### config.mk
export PLATFORM = sky130hd
export DESIGN_NAME = axi_lite_master
export DESIGN_NICKNAME = d
export VERILOG_FILES = /design/src/rtl/axi_lite_master.sv
export SDC_FILE = /design/constraint.sdc
export NUM_CORES = 1
export LEC_CHECK = 0
export ABC_AREA = 0
export CAP_MARGIN = 20
export CORE_MARGIN = 1
export CORE_UTILIZATION = 45
export CTS_CLUSTER_DIAMETER = 50
export DETAILED_ROUTE_END_ITERATION = 8
export PLACE_DENSITY = 0.91
export SYNTH_ARGS = -nofsm -noshare
export SYNTH_HDL_FRONTEND = slang
export SYNTH_SLANG_ARGS = --single-unit
### constraint.sdc
create_clock -name clk -period 5.9 [get_ports clk]
set_clock_uncertainty 0.1 [all_clocks]
set_input_delay 0.59 -clock clk [delete_from_list [all_inputs] [get_ports clk]]
set_output_delay 0.59 -clock clk [all_outputs]
set_load 0.02 [all_outputs]
### src/rtl/axi_lite_master.sv
// -----------------------------------------------------------------------------
// axi_lite_master
//
// AXI4-Lite initiator. Converts single-beat commands from an internal requester
// into AW/W/B or AR/R transactions and returns exactly one response per
// command. Only one transaction is outstanding at a time.
//
// State table
//   state   | meaning
//   --------+-------------------------------------------------------------
//   IDLE    | cmd_ready high, waiting for a command
//   WR_REQ  | AW and W channels presented; each completes independently
//   WR_RESP | BREADY high, waiting for B beat (timeout counter running)
//   RD_REQ  | AR channel presented
//   RD_RESP | RREADY high, waiting for R beat (timeout counter running)
//   RSP     | response presented to requester, held until rsp_ready
//   DRAIN   | after a timeout, swallow the late B/R beat before going idle
//
// Ports
//   clk, rst_n              clock, asynchronous active-low reset
//   cmd_*_i / cmd_ready_o   command channel from the requester
//   rsp_*_o / rsp_ready_i   response channel back to the requester
//   aw*, w*, b*             AXI4-Lite write address / data / response
//   ar*, r*                 AXI4-Lite read address / data
//
// Parameters
//   TIMEOUT_CYCLES  cycles of waiting for B/R before a synthesized SLVERR
//                   response is produced; 0 disables the timeout
//   PROT            constant value driven on AWPROT/ARPROT
// -----------------------------------------------------------------------------
module axi_lite_master #(
    parameter int unsigned TIMEOUT_CYCLES = 1024,
    parameter logic [2:0]  PROT           = 3'b000
) (
    input  logic        clk,
    input  logic        rst_n,

    input  logic        cmd_valid_i,
    output logic        cmd_ready_o,
    input  logic        cmd_write_i,
    input  logic [31:0] cmd_addr_i,
    input  logic [31:0] cmd_wdata_i,
    input  logic [3:0]  cmd_wstrb_i,

    output logic        rsp_valid_o,
    input  logic        rsp_ready_i,
    output logic [31:0] rsp_rdata_o,
    output logic [1:0]  rsp_resp_o,
    output logic        rsp_timeout_o,

    output logic [31:0] awaddr_o,
    output logic [2:0]  awprot_o,
    output logic        awvalid_o,
    input  logic        awready_i,

    output logic [31:0] wdata_o,
    output logic [3:0]  wstrb_o,
    output logic        wvalid_o,
    input  logic        wready_i,

    input  logic        bvalid_i,
    input  logic [1:0]  bresp_i,
    output logic        bready_o,

    output logic [31:0] araddr_o,
    output logic [2:0]  arprot_o,
    output logic        arvalid_o,
    input  logic        arready_i,

    input  logic        rvalid_i,
    input  logic [31:0] rdata_i,
    input  logic [1:0]  rresp_i,
    output logic        rready_o
);

    localparam logic [2:0] S_IDLE    = 3'd0;
    localparam logic [2:0] S_WR_REQ  = 3'd1;
    localparam logic [2:0] S_WR_RESP = 3'd2;
    localparam logic [2:0] S_RD_REQ  = 3'd3;
    localparam logic [2:0] S_RD_RESP = 3'd4;
    localparam logic [2:0] S_RSP     = 3'd5;
    localparam logic [2:0] S_DRAIN   = 3'd6;

    localparam logic [1:0] RESP_SLVERR = 2'b10;

    // Down-counter loaded with TIMEOUT_CYCLES-1 on entry to a *_RESP state;
    // terminal count (zero) in a waiting cycle means TIMEOUT_CYCLES cycles
    // have elapsed with READY high and no beat.
    localparam bit TMO_EN = (TIMEOUT_CYCLES != 0);
    localparam int CNT_W  = (TIMEOUT_CYCLES > 2) ? $clog2(TIMEOUT_CYCLES) : 1;
    localparam logic [CNT_W-1:0] TMO_LOAD =
        CNT_W'((TIMEOUT_CYCLES > 0) ? TIMEOUT_CYCLES - 1 : 0);

    logic [2:0]       state_q, state_d;
    logic             cmd_ready_q, cmd_ready_d;
    logic             awvalid_q, awvalid_d;
    logic             wvalid_q, wvalid_d;
    logic             bready_q, bready_d;
    logic             arvalid_q, arvalid_d;
    logic             rready_q, rready_d;
    logic             rsp_valid_q, rsp_valid_d;
    logic             rsp_timeout_q, rsp_timeout_d;
    logic [31:0]      awaddr_q, awaddr_d;
    logic [31:0]      wdata_q, wdata_d;
    logic [3:0]       wstrb_q, wstrb_d;
    logic [31:0]      araddr_q, araddr_d;
    logic [31:0]      rsp_rdata_q, rsp_rdata_d;
    logic [1:0]       rsp_resp_q, rsp_resp_d;
    logic [CNT_W-1:0] tmo_cnt_q, tmo_cnt_d;
    // Late beat already swallowed while the timeout response was pending.
    logic             late_done_q, late_done_d;

    logic aw_hs, w_hs, ar_hs, b_hs, r_hs;
    logic aw_done, w_done;

    assign aw_hs = awvalid_q & awready_i;
    assign w_hs  = wvalid_q & wready_i;
    assign ar_hs = arvalid_q & arready_i;
    assign b_hs  = bvalid_i & bready_q;
    assign r_hs  = rvalid_i & rready_q;

    // A channel counts as done once its VALID has dropped or it handshakes now.
    assign aw_done = ~awvalid_q | aw_hs;
    assign w_done  = ~wvalid_q | w_hs;

    always_comb begin
        state_d       = state_q;
        cmd_ready_d   = cmd_ready_q;
        awvalid_d     = awvalid_q;
        wvalid_d      = wvalid_q;
        bready_d      = bready_q;
        arvalid_d     = arvalid_q;
        rready_d      = rready_q;
        rsp_valid_d   = rsp_valid_q;
        rsp_timeout_d = rsp_timeout_q;
        awaddr_d      = awaddr_q;
        wdata_d       = wdata_q;
        wstrb_d       = wstrb_q;
        araddr_d      = araddr_q;
        rsp_rdata_d   = rsp_rdata_q;
        rsp_resp_d    = rsp_resp_q;
        tmo_cnt_d     = tmo_cnt_q;
        late_done_d   = late_done_q;

        case (state_q)
            S_IDLE: begin
                if (cmd_valid_i && cmd_ready_q) begin
                    cmd_ready_d = 1'b0;
                    if (cmd_write_i) begin
                        awaddr_d  = cmd_addr_i;
                        wdata_d   = cmd_wdata_i;
                        wstrb_d   = cmd_wstrb_i;
                        awvalid_d = 1'b1;
                        wvalid_d  = 1'b1;
                        state_d   = S_WR_REQ;
                    end else begin
                        araddr_d  = cmd_addr_i;
                        arvalid_d = 1'b1;
                        state_d   = S_RD_REQ;
                    end
                end
            end

            S_WR_REQ: begin
                if (aw_hs) awvalid_d = 1'b0;
                if (w_hs)  wvalid_d  = 1'b0;
                if (aw_done && w_done) begin
                    awvalid_d = 1'b0;
                    wvalid_d  = 1'b0;
                    bready_d  = 1'b1;
                    tmo_cnt_d = TMO_LOAD;
                    state_d   = S_WR_RESP;
                end
            end

            S_WR_RESP: begin
                if (b_hs) begin
                    bready_d      = 1'b0;
                    rsp_resp_d    = bresp_i;
                    rsp_rdata_d   = 32'h0;
                    rsp_timeout_d = 1'b0;
                    rsp_valid_d   = 1'b1;
                    state_d       = S_RSP;
                end else if (TMO_EN) begin
                    if (tmo_cnt_q == '0) begin
                        // BREADY stays high so the late beat can be drained.
                        rsp_resp_d    = RESP_SLVERR;
                        rsp_rdata_d   = 32'h0;
                        rsp_timeout_d = 1'b1;
                        rsp_valid_d   = 1'b1;
                        late_done_d   = 1'b0;
                        state_d       = S_RSP;
                    end else begin
                        tmo_cnt_d = tmo_cnt_q - 1'b1;
                    end
                end
            end

            S_RD_REQ: begin
                if (ar_hs) begin
                    arvalid_d = 1'b0;
                    rready_d  = 1'b1;
                    tmo_cnt_d = TMO_LOAD;
                    state_d   = S_RD_RESP;
                end
            end

            S_RD_RESP: begin
                if (r_hs) begin
                    rready_d      = 1'b0;
                    rsp_resp_d    = rresp_i;
                    rsp_rdata_d   = rdata_i;
                    rsp_timeout_d = 1'b0;
                    rsp_valid_d   = 1'b1;
                    state_d       = S_RSP;
                end else if (TMO_EN) begin
                    if (tmo_cnt_q == '0) begin
                        rsp_resp_d    = RESP_SLVERR;
                        rsp_rdata_d   = 32'h0;
                        rsp_timeout_d = 1'b1;
                        rsp_valid_d   = 1'b1;
                        late_done_d   = 1'b0;
                        state_d       = S_RSP;
                    end else begin
                        tmo_cnt_d = tmo_cnt_q - 1'b1;
                    end
                end
            end

            S_RSP: begin
                // READY is only still high here after a timeout; a late beat
                // landing now is swallowed so DRAIN is not entered needlessly.
                if (b_hs || r_hs) begin
                    bready_d    = 1'b0;
                    rready_d    = 1'b0;
                    late_done_d = 1'b1;
                end
                if (rsp_valid_q && rsp_ready_i) begin
                    rsp_valid_d = 1'b0;
                    if (rsp_timeout_q && !(late_done_q || b_hs || r_hs)) begin
                        state_d = S_DRAIN;
                    end else begin
                        cmd_ready_d = 1'b1;
                        state_d     = S_IDLE;
                    end
                end
            end

            S_DRAIN: begin
                if (b_hs || r_hs) begin
                    bready_d    = 1'b0;
                    rready_d    = 1'b0;
                    cmd_ready_d = 1'b1;
                    state_d     = S_IDLE;
                end
            end

            default: begin
                state_d     = S_IDLE;
                cmd_ready_d = 1'b1;
                awvalid_d   = 1'b0;
                wvalid_d    = 1'b0;
                bready_d    = 1'b0;
                arvalid_d   = 1'b0;
                rready_d    = 1'b0;
                rsp_valid_d = 1'b0;
            end
        endcase
    end

    always_ff @(posedge clk or negedge rst_n) begin
        if (!rst_n) begin
            state_q       <= S_IDLE;
            cmd_ready_q   <= 1'b1;
            awvalid_q     <= 1'b0;
            wvalid_q      <= 1'b0;
            bready_q      <= 1'b0;
            arvalid_q     <= 1'b0;
            rready_q      <= 1'b0;
            rsp_valid_q   <= 1'b0;
            rsp_timeout_q <= 1'b0;
            awaddr_q      <= 32'h0;
            wdata_q       <= 32'h0;
            wstrb_q       <= 4'h0;
            araddr_q      <= 32'h0;
            rsp_rdata_q   <= 32'h0;
            rsp_resp_q    <= 2'b00;
            tmo_cnt_q     <= '0;
            late_done_q   <= 1'b0;
        end else begin
            state_q       <= state_d;
            cmd_ready_q   <= cmd_ready_d;
            awvalid_q     <= awvalid_d;
            wvalid_q      <= wvalid_d;
            bready_q      <= bready_d;
            arvalid_q     <= arvalid_d;
            rready_q      <= rready_d;
            rsp_valid_q   <= rsp_valid_d;
            rsp_timeout_q <= rsp_timeout_d;
            awaddr_q      <= awaddr_d;
            wdata_q       <= wdata_d;
            wstrb_q       <= wstrb_d;
            araddr_q      <= araddr_d;
            rsp_rdata_q   <= rsp_rdata_d;
            rsp_resp_q    <= rsp_resp_d;
            tmo_cnt_q     <= tmo_cnt_d;
            late_done_q   <= late_done_d;
        end
    end

    assign cmd_ready_o   = cmd_ready_q;
    assign rsp_valid_o   = rsp_valid_q;
    assign rsp_rdata_o   = rsp_rdata_q;
    assign rsp_resp_o    = rsp_resp_q;
    assign rsp_timeout_o = rsp_timeout_q;
    assign awaddr_o      = awaddr_q;
    assign awprot_o      = PROT;
    assign awvalid_o     = awvalid_q;
    assign wdata_o       = wdata_q;
    assign wstrb_o       = wstrb_q;
    assign wvalid_o      = wvalid_q;
    assign bready_o      = bready_q;
    assign araddr_o      = araddr_q;
    assign arprot_o      = PROT;
    assign arvalid_o     = arvalid_q;
    assign rready_o      = rready_q;

endmodule
; ---- Yosys cells after proc, flatten, opt, wreduce, memory -nomap -nowiden
; Cells that the tools add are included.
[totals]
register_bits = 156
output_inout_bits = 148
[classes]
n_bitwise = 16
n_addsub = 1
n_eq_ne = 22
reduce_logical = 32
muxes = 62
[ops]
columns = operator, count
row1 = $mux 32, 3
row2 = $pmux 32 s2, 1
row3 = $mux 10, 5
row4 = $pmux 10 s4, 1
row5 = $mux 1, 28
row6 = $mux 3, 9
row7 = $ne 2x2->1 const B, 13
row8 = $reduce_and 4->1, 6
row9 = $pmux 3 s7, 1
row10 = $pmux 1 s4, 4
row11 = $reduce_and 5->1, 3
row12 = $pmux 1 s3, 4
row13 = $logic_not 10->1, 1
row14 = $reduce_or 5->1, 2
row15 = $sub 10x1->10 const B, 1
row16 = $eq 3x3->1 const B, 3
row17 = $not 1->1, 9
row18 = $mux 2, 4
row19 = $reduce_or 4->1, 2
row20 = $eq 3x2->1 const B, 2
row21 = $ne 3x3->1 const B, 2
row22 = $reduce_and 3->1, 2
row23 = $reduce_or 3->1, 2
row24 = $and 1x1->1, 5
row25 = other kinds (14), 20

; ---- Logic depth before layout (Yosys ltp)
; Gate-level depths: netlist (run 1).
[logic_depth]
ltp_word = 8
mapped_depth = 9
ltp_nobuf = 7

; ---- Worst setup path after synthesis (run 1)
; No wires, ideal clock.
[synth_path]
kind = reg2reg
startpoint = reg cmd_ready_q (netlist: cmd_ready_o)
endpoint = reg araddr_q[10] (netlist: araddr_o[10])
path_slack_ns = 3.954
arrival_ns = 1.721
setup_ns = 0.125
stages_incl_launch_ff = 7
path_cell_list = dfstp_2 -> nand2_1 -> nor4_1 -> nor2b_1 -> buf_2 -> buf_2 -> mux2_2
[synth_between]
elab_chain_cells = 2
[synth_lines]
columns = element, line_no
row1 = "start, declared", 95  ; logic cmd_ready_q, cmd_ready_d;
row2 = "start signal, assigned", 292  ; cmd_ready_q <= cmd_ready_d;
row3 = $logic_and 1x1->1, 147  ; if (cmd_valid_i && cmd_ready_q) begin
row4 = $reduce_and 3->1 (no source line), n/a
row5 = "end signal, assigned", 303  ; araddr_q <= araddr_d;
row6 = "end, declared", 106  ; logic [31:0] araddr_q, araddr_d;
; No other way between the ends.
; A chain may end at the register's enable or synchronous reset.

; ---- Final worst setup path (run 1)
[layout_path]
startpoint = reg state_q[0]
endpoint = reg araddr_q[13] (netlist: araddr_o[13])
[layout_between]
elab_chain_cells = 2
[layout_lines]
columns = element, line_no
row1 = "start, declared", 94  ; logic [2:0] state_q, state_d;
row2 = "start signal, assigned", 291  ; state_q <= state_d;
row3 = $logic_not 3->1, 145  ; case (state_q)
row4 = $reduce_and 3->1 (no source line), n/a
; No other way between the ends.

==> results.py, run 1 <==
metrics = {
    "floorplan": {
        "die_x_um": 122,
        "ioPinCount": 262,
        "row_count": 43,
        "initial_core_util": 0.462,
        "die_h_um": 122,
        "dieArea_sq_um": 14800,
        "core_area_sq_um": 13900,
    },
    "worst_setup_path": {
        "critPathBufInv": 0,
        "cp-end-kind": "flop",
        "crit_family": "simple AND/OR/NAND/NOR gates",
        "cp-start-kind": "flop",
        "cp_slowest_cell": "nor2b_4",
        "slowest_delay_ns": 0.90,
        "arrival_ns": 3.09,
        "cp_cell_sequence": "nor4_1, nor2b_4, mux2_2",
        "cp_max_fo": 33,
        "required_ns": 6.10,
        "critPathKind": "reg2reg",
    },
    "cells_and_area": {
        "nFillCells": 888,
        "fin_nets": 837,
        "area_delta_synth_final_pct": 52.0,
        "final_layout_size_suffix_gt1_frac": 0.200,
        "final_cells": 915,
        "n_antenna_cell": 0,
    },
    "logic_synthesis": {
        "synthAdderAreaFrac": 0.00194,
        "synth-xor-area-share": 0.00136,
        "yosysMostFrequentCell": "dfrtp_1",
        "async_reset_ff_frac": 1.00,
        "dominantRegCellSynth": "dfrtp_1",
        "yosysWarningCount": 0,
        "syn_area_per_cell_sq_um": 13.5,
        "synth_area_sq_um": 6430,
        "synthSimpleGateAreaFrac": 0.0648,
        "synth_compound_area_frac": 0.112,
        "synth_common_cells": "dfrtp_1, mux2_2, a22o_1",
        "yosys.area.top_type": "dfrtp_1",
        "ys_seq_area_frac": 0.607,
        "synth_seq_cells": 156,
        "synthCells": 476,
        "synth_edf_count": 0,
        "ys_types": 55,
        "synth_top_family_by_area": "multiplexers",
        "synth_top_area_share": 0.603,
        "muxShareOfSynthArea": 0.179,
        "synthTopCellsByArea": "dfrtp_1, mux2_2, a22o_1",
    },
    "pwr": {
        "p_seq_frac": 0.433,
        "p_int_mw": 1.99,
        "p_clk_frac": 0.523,
        "pwr-share-comb": 0.044,
        "p_leak_nw": 4.45,
        "switching_share": 0.195,
        "peakVddDrop_mv": 0.220,
        "p_switching_mw": 0.483,
        "power-per-cell-area_nw_per_um2": 253,
    },
    "clocking": {
        "cts_hold_buf": 0,
        "clock-sinks": 156,
        "clkLatencyLatePin_ns": 0.42,
        "numCtsBuffers": 17,
        "htree_levels": 4,
        "path_clk_slew_ns": 0.06,
        "tritoncts": "built",
        "clock_path_buffers": 2,
        "cts_setup_buffers": 0,
        "cts-root-buf": "clkbuf_16",
        "cts_resized": 0,
    },
    "sta": {
        "setup_tns_ns": 0,
        "worstMarginPinSlew_ns": 0.989,
        "finalCritPeriodShare": 0.489,
        "timing.final.ws_setup_ns": 3.01,
        "finalSetupViolCount": 0,
        "final-hold-violation-count": 0,
        "hold_slack_ns": 0.0874,
        "relSlewSlack": 0.339,
        "rsz0062_at_grt": "false",
        "maxSlewViolCount": 0,
        "fmax_mhz": 346,
        "finalCriticalPeriod_ns": 2.89,
    },
    "routing": {
        "wirelength_um": 17500,
        "firstDrtPassIters": 5,
        "wl_per_cell_um": 19.1,
        "via_per_inst": 5.29,
        "drc": 0,
        "dr.first_iter.drc_count": 262,
        "num_vias": 4844,
        "ant_nets": 0,
    },
    "hold_path": {
        "worst_hold_path_type": "in2async",
    },
    "global_route": {
        "grt.overflow.total": 0,
        "grt_pass1_vias": 5064,
        "antenna_found_initial": 0,
        "grt_pass1_wl_um": 27000,
        "grt_usage": 0.244,
        "grt_max_degree": 86,
    },
    "place": {
        "gp_congestion": 0.817,
        "dp_cells": 883,
        "port_buffers": 255,
        "pre_cts_ws_ns": 2.66,
        "dp_hpwl_um": 11900,
    },
    "run_status": {
        "status": "finished clean",
    },
    "flow_run": {
        "cap_viol_max_count": 0,
    },
}
## flip-flops by register name, summed over array words and instances (netlist names), 2 cells and up
name         count
araddr_o        32
awaddr_o        32
rsp_rdata_o     32
wdata_o         32
tmo_cnt_q       10
wstrb_o          4
state_q          3
rsp_resp_o       2
## per-stage QoR
step	cell area, sq um	util	total power [mW]
after floorplan	6450	-	1.10
after global placement	9060	0.650	1.20
after global routing	9780	0.702	2.55
after CTS	9780	0.702	2.49
after detailed placement	9080	0.651	1.20
final	9780	0.702	2.47
## cell usage in the layout (no fill, tap or decap), drive strengths merged, types with 5 or more instances in the layout
cell type      count
a21oi             12
inv               10
conb               6
nand2             20
nor2              24
a22o              33
clkdlybuf4s50    254
bufinv             7
dfrtp            155
clkbuf            19
a31oi              5
nor3               6
o21ai             16
mux2             100
## cells by family (layout without fill, tap and decap cells)
| family | Yosys count | after routing |
|---|---|---|
| DFF | 156 | 156 |
| muxes | 101 | 101 |
| buffers and inverters | 42 | 296 |
| and+or+nand+nor | 79 | 79 |
| xor gates and xnor gates | 1 | 1 |
| other | 1 | 6 |
| AOI/OAI and AO/OA | 95 | 95 |
| adders and majority gates | 1 | 1 |
## layout make-up
class                      instances  area, sq um  area share
clock buffer                      19          443      0.0453
clock inverter                    13          259      0.0265
inverter                           7         26.3     0.00269
multi-input combinational        283         2340       0.240
sequential                       156         3910       0.399
tap                              180          225      0.0230
timing repair buffer             257         2580       0.263
## worst paths after layout
path                       slack (ns)  depth (start not counted)   startpoint      endpoint
max                              3.01                          3   state_q[0]  araddr_o[13]
min                              0.09                          1        rst_n    wdata_o[9]
max reg2reg                      3.01                          3   state_q[0]  araddr_o[13]
min reg2reg                      0.38                          2  cmd_ready_o   cmd_ready_o
max in group asynchronous        4.15                          2        rst_n   araddr_o[1]
min in group clk                 0.38                          2  cmd_ready_o   cmd_ready_o
## layer usage
layer	track usage	vias to the layer above	part of all wire
met1	0.275	2347	0.38
met2	0.420	238	0.51
met3	0.0871	27	0.085
li1	-	2232	-
met5	0	-	0
met4	0.0949	0	0.022
## power groups by stage
stage,registers [mW],clock network (mW),logic [mW]
after floorplan,1.09,0,0.00892
after global placement,1.09,0,0.106
after detailed placement,1.09,0,0.109
after CTS,1.07,1.31,0.110
after global routing,1.07,1.36,0.118
final,1.07,1.29,0.109
No activity file was read; power rests on OpenSTA's default activity.
==> inputs of run 2 (changes only) <==
- CORE_UTILIZATION: 45 -> 43
- PLACE_DENSITY: 0.91 -> 0.88
- clock period: 5.9 -> 2.9 ns (I/O delays scaled with it)
==> results.py, run 2 (synthesized netlist as in run 1, its figures left out) <==
metrics = {
    "sta": {
        "finalCritPeriodShare": 0.846,
        "setup_tns_ns": 0,
        "finalCriticalPeriod_ns": 2.45,
        "worstMarginPinSlew_ns": 0.712,
        "final-hold-violation-count": 0,
        "relSlewSlack": 0.525,
        "finalSetupViolCount": 0,
        "maxSlewViolCount": 0,
        "rsz0062_at_grt": "false",
        "fmax_mhz": 407,
    },
    "clocking": {
        "tritoncts": "built",
        "clock_path_buffers": 2,
        "cts_resized": 0,
        "htree_levels": 4,
        "numCtsBuffers": 17,
        "clkLatencyLatePin_ns": 0.43,
        "cts-root-buf": "clkbuf_16",
        "clock-sinks": 156,
        "path_clk_slew_ns": 0.07,
    },
    "cells_and_area": {
        "fin_nets": 848,
        "area_delta_synth_final_pct": 52.5,
        "final_cells": 929,
        "final_layout_size_suffix_gt1_frac": 0.211,
        "final_util": 0.673,
        "n_antenna_cell": 0,
        "layout_commonest_cell": "clkdlybuf4s50_1",
        "final_cell_mix": "clkdlybuf4s50_1, dfrtp_1, mux2_2, a22o_1, nor2_1",
    },
    "worst_setup_path": {
        "cp-start-kind": "flop",
        "critPathBufInv": 0,
        "reg2reg_slack_ns": 0.45,
        "cp_cell_sequence": "or3b_1, mux2i_4, nor4_4, a311oi_1, nor3b_1",
        "cp-end-kind": "flop",
        "r2r_start": "state_q[2]",
        "critPathKind": "reg2reg",
        "arrival_ns": 2.68,
        "crit_family": "simple AND/OR/NAND/NOR gates",
        "required_ns": 3.13,
        "cp_max_fo": 10,
        "cp_slowest_cell": "or3b_1",
        "r2r_cells": 5,
        "slowest_delay_ns": 0.59,
        "crit-reg2reg-capture": "tmo_cnt_q[5]",
    },
    "place": {
        "dp_cells": 897,
        "gp_congestion": 0.847,
        "port_buffers": 255,
        "dp_hpwl_um": 12900,
    },
    "routing": {
        "wl_per_cell_um": 19.5,
        "num_vias": 4998,
        "dr.first_iter.drc_count": 187,
        "drc": 0,
        "via_per_inst": 5.38,
        "ant_nets": 0,
        "firstDrtPassIters": 4,
        "wirelength_um": 18100,
    },
    "pwr": {
        "power-per-cell-area_nw_per_um2": 486,
        "pwr-share-comb": 0.048,
        "p_int_mw": 3.79,
        "peakVddDrop_mv": 0.391,
        "p_switching_mw": 0.985,
        "p_clk_frac": 0.496,
        "p_total_mw": 4.77,
        "switching_share": 0.206,
        "p_leak_nw": 4.47,
        "p_seq_frac": 0.456,
    },
    "global_route": {
        "antenna_found_initial": 0,
        "grt_pass1_vias": 5432,
        "grt_max_degree": 76,
        "grt_usage": 0.243,
        "grt.overflow.total": 0,
        "grt_pass1_wl_um": 29200,
    },
    "floorplan": {
        "core_area_sq_um": 14600,
        "ioPinCount": 262,
        "die_x_um": 124,
        "initial_core_util": 0.441,
        "dieArea_sq_um": 15500,
        "row_count": 44,
        "die_h_um": 124,
    },
    "run_status": {
        "status": "finished clean",
    },
    "flow_run": {
        "cap_viol_max_count": 0,
    },
    "hold_path": {
        "worst_hold_path_type": "in2async",
    },
}
-- run 2: cell types whose count changed in the layout (fill, tap and decap cells not counted) --
| cell | previous run | this run |
|---|---|---|
| buf_12 | 0 | 2 |
| buf_4 | 1 | 10 |
| buf_8 | 1 | 0 |
| bufinv_16 | 7 | 4 |
| clkbuf_1 | 1 | 0 |
| clkinv_2 | 1 | 2 |
| clkinv_4 | 2 | 3 |
| clkinvlp_4 | 0 | 1 |
| dlygate4sd3_1 | 0 | 1 |
-- run 2: layer usage --
layer | vias to the layer above | share of wire | GRT usage
met5 | - | 0 | 0
met4 | 0 | 0.023 | 0.0928
met1 | 2466 | 0.38 | 0.276
met2 | 266 | 0.50 | 0.412
met3 | 30 | 0.095 | 0.0936
li1 | 2236 | - | -
-- run 2: power groups by stage --
stage          Combinational, mW  Clock, mW  Sequential (mW)
3_5_place_dp               0.227          0             2.22
6_report                   0.227       2.37             2.18
5_1_grt                    0.246       2.51             2.17
4_1_cts                    0.231       2.41             2.18
2_1_floorplan             0.0182          0             2.22
3_3_place_gp               0.222          0             2.22
-- run 2: stage by stage --
| step | setup WS [ns] | area, sq um | hold WS [ns] |
|---|---|---|---|
| after CTS | 0.517 | 9810 | 0.367 |
| final | 0.445 | 9810 | 0.342 |
| after floorplan | 0.954 | 6450 | -0.106 |
| after detailed placement | 0.478 | 9180 | 0.271 |
| after global placement | 0.476 | 9180 | 0.261 |
| after global routing | 0.368 | 9810 | 0.369 |
-- run 2: what timing repair did --
action | in CTS | in global routing
hold buffers | 1 | 0
hold endpoints to repair | 72 | 0
buffers inserted | 0 | 0
-- run 2: worst max-delay path by stage --
stage / start / endpoint / cells past startpoint
6_report: state_q[2] / tmo_cnt_q[5] / 5
3_5_place_dp: cmd_valid_i / araddr_o[22] / 6
5_1_grt: state_q[2] / tmo_cnt_q[5] / 5
3_3_place_gp: cmd_valid_i / araddr_o[13] / 6
4_1_cts: state_q[2] / tmo_cnt_q[5] / 5
2_1_floorplan: cmd_ready_o / araddr_o[10] / 6
-- run 2: layout make-up --
type	instances	area (sq um)
clock buffer	18	439
clock inverter	13	190
fill	982	4770
inverter	7	26.3
multi-input combinational	283	2340
sequential	156	3910
tap	184	230
timing repair buffer	268	2680
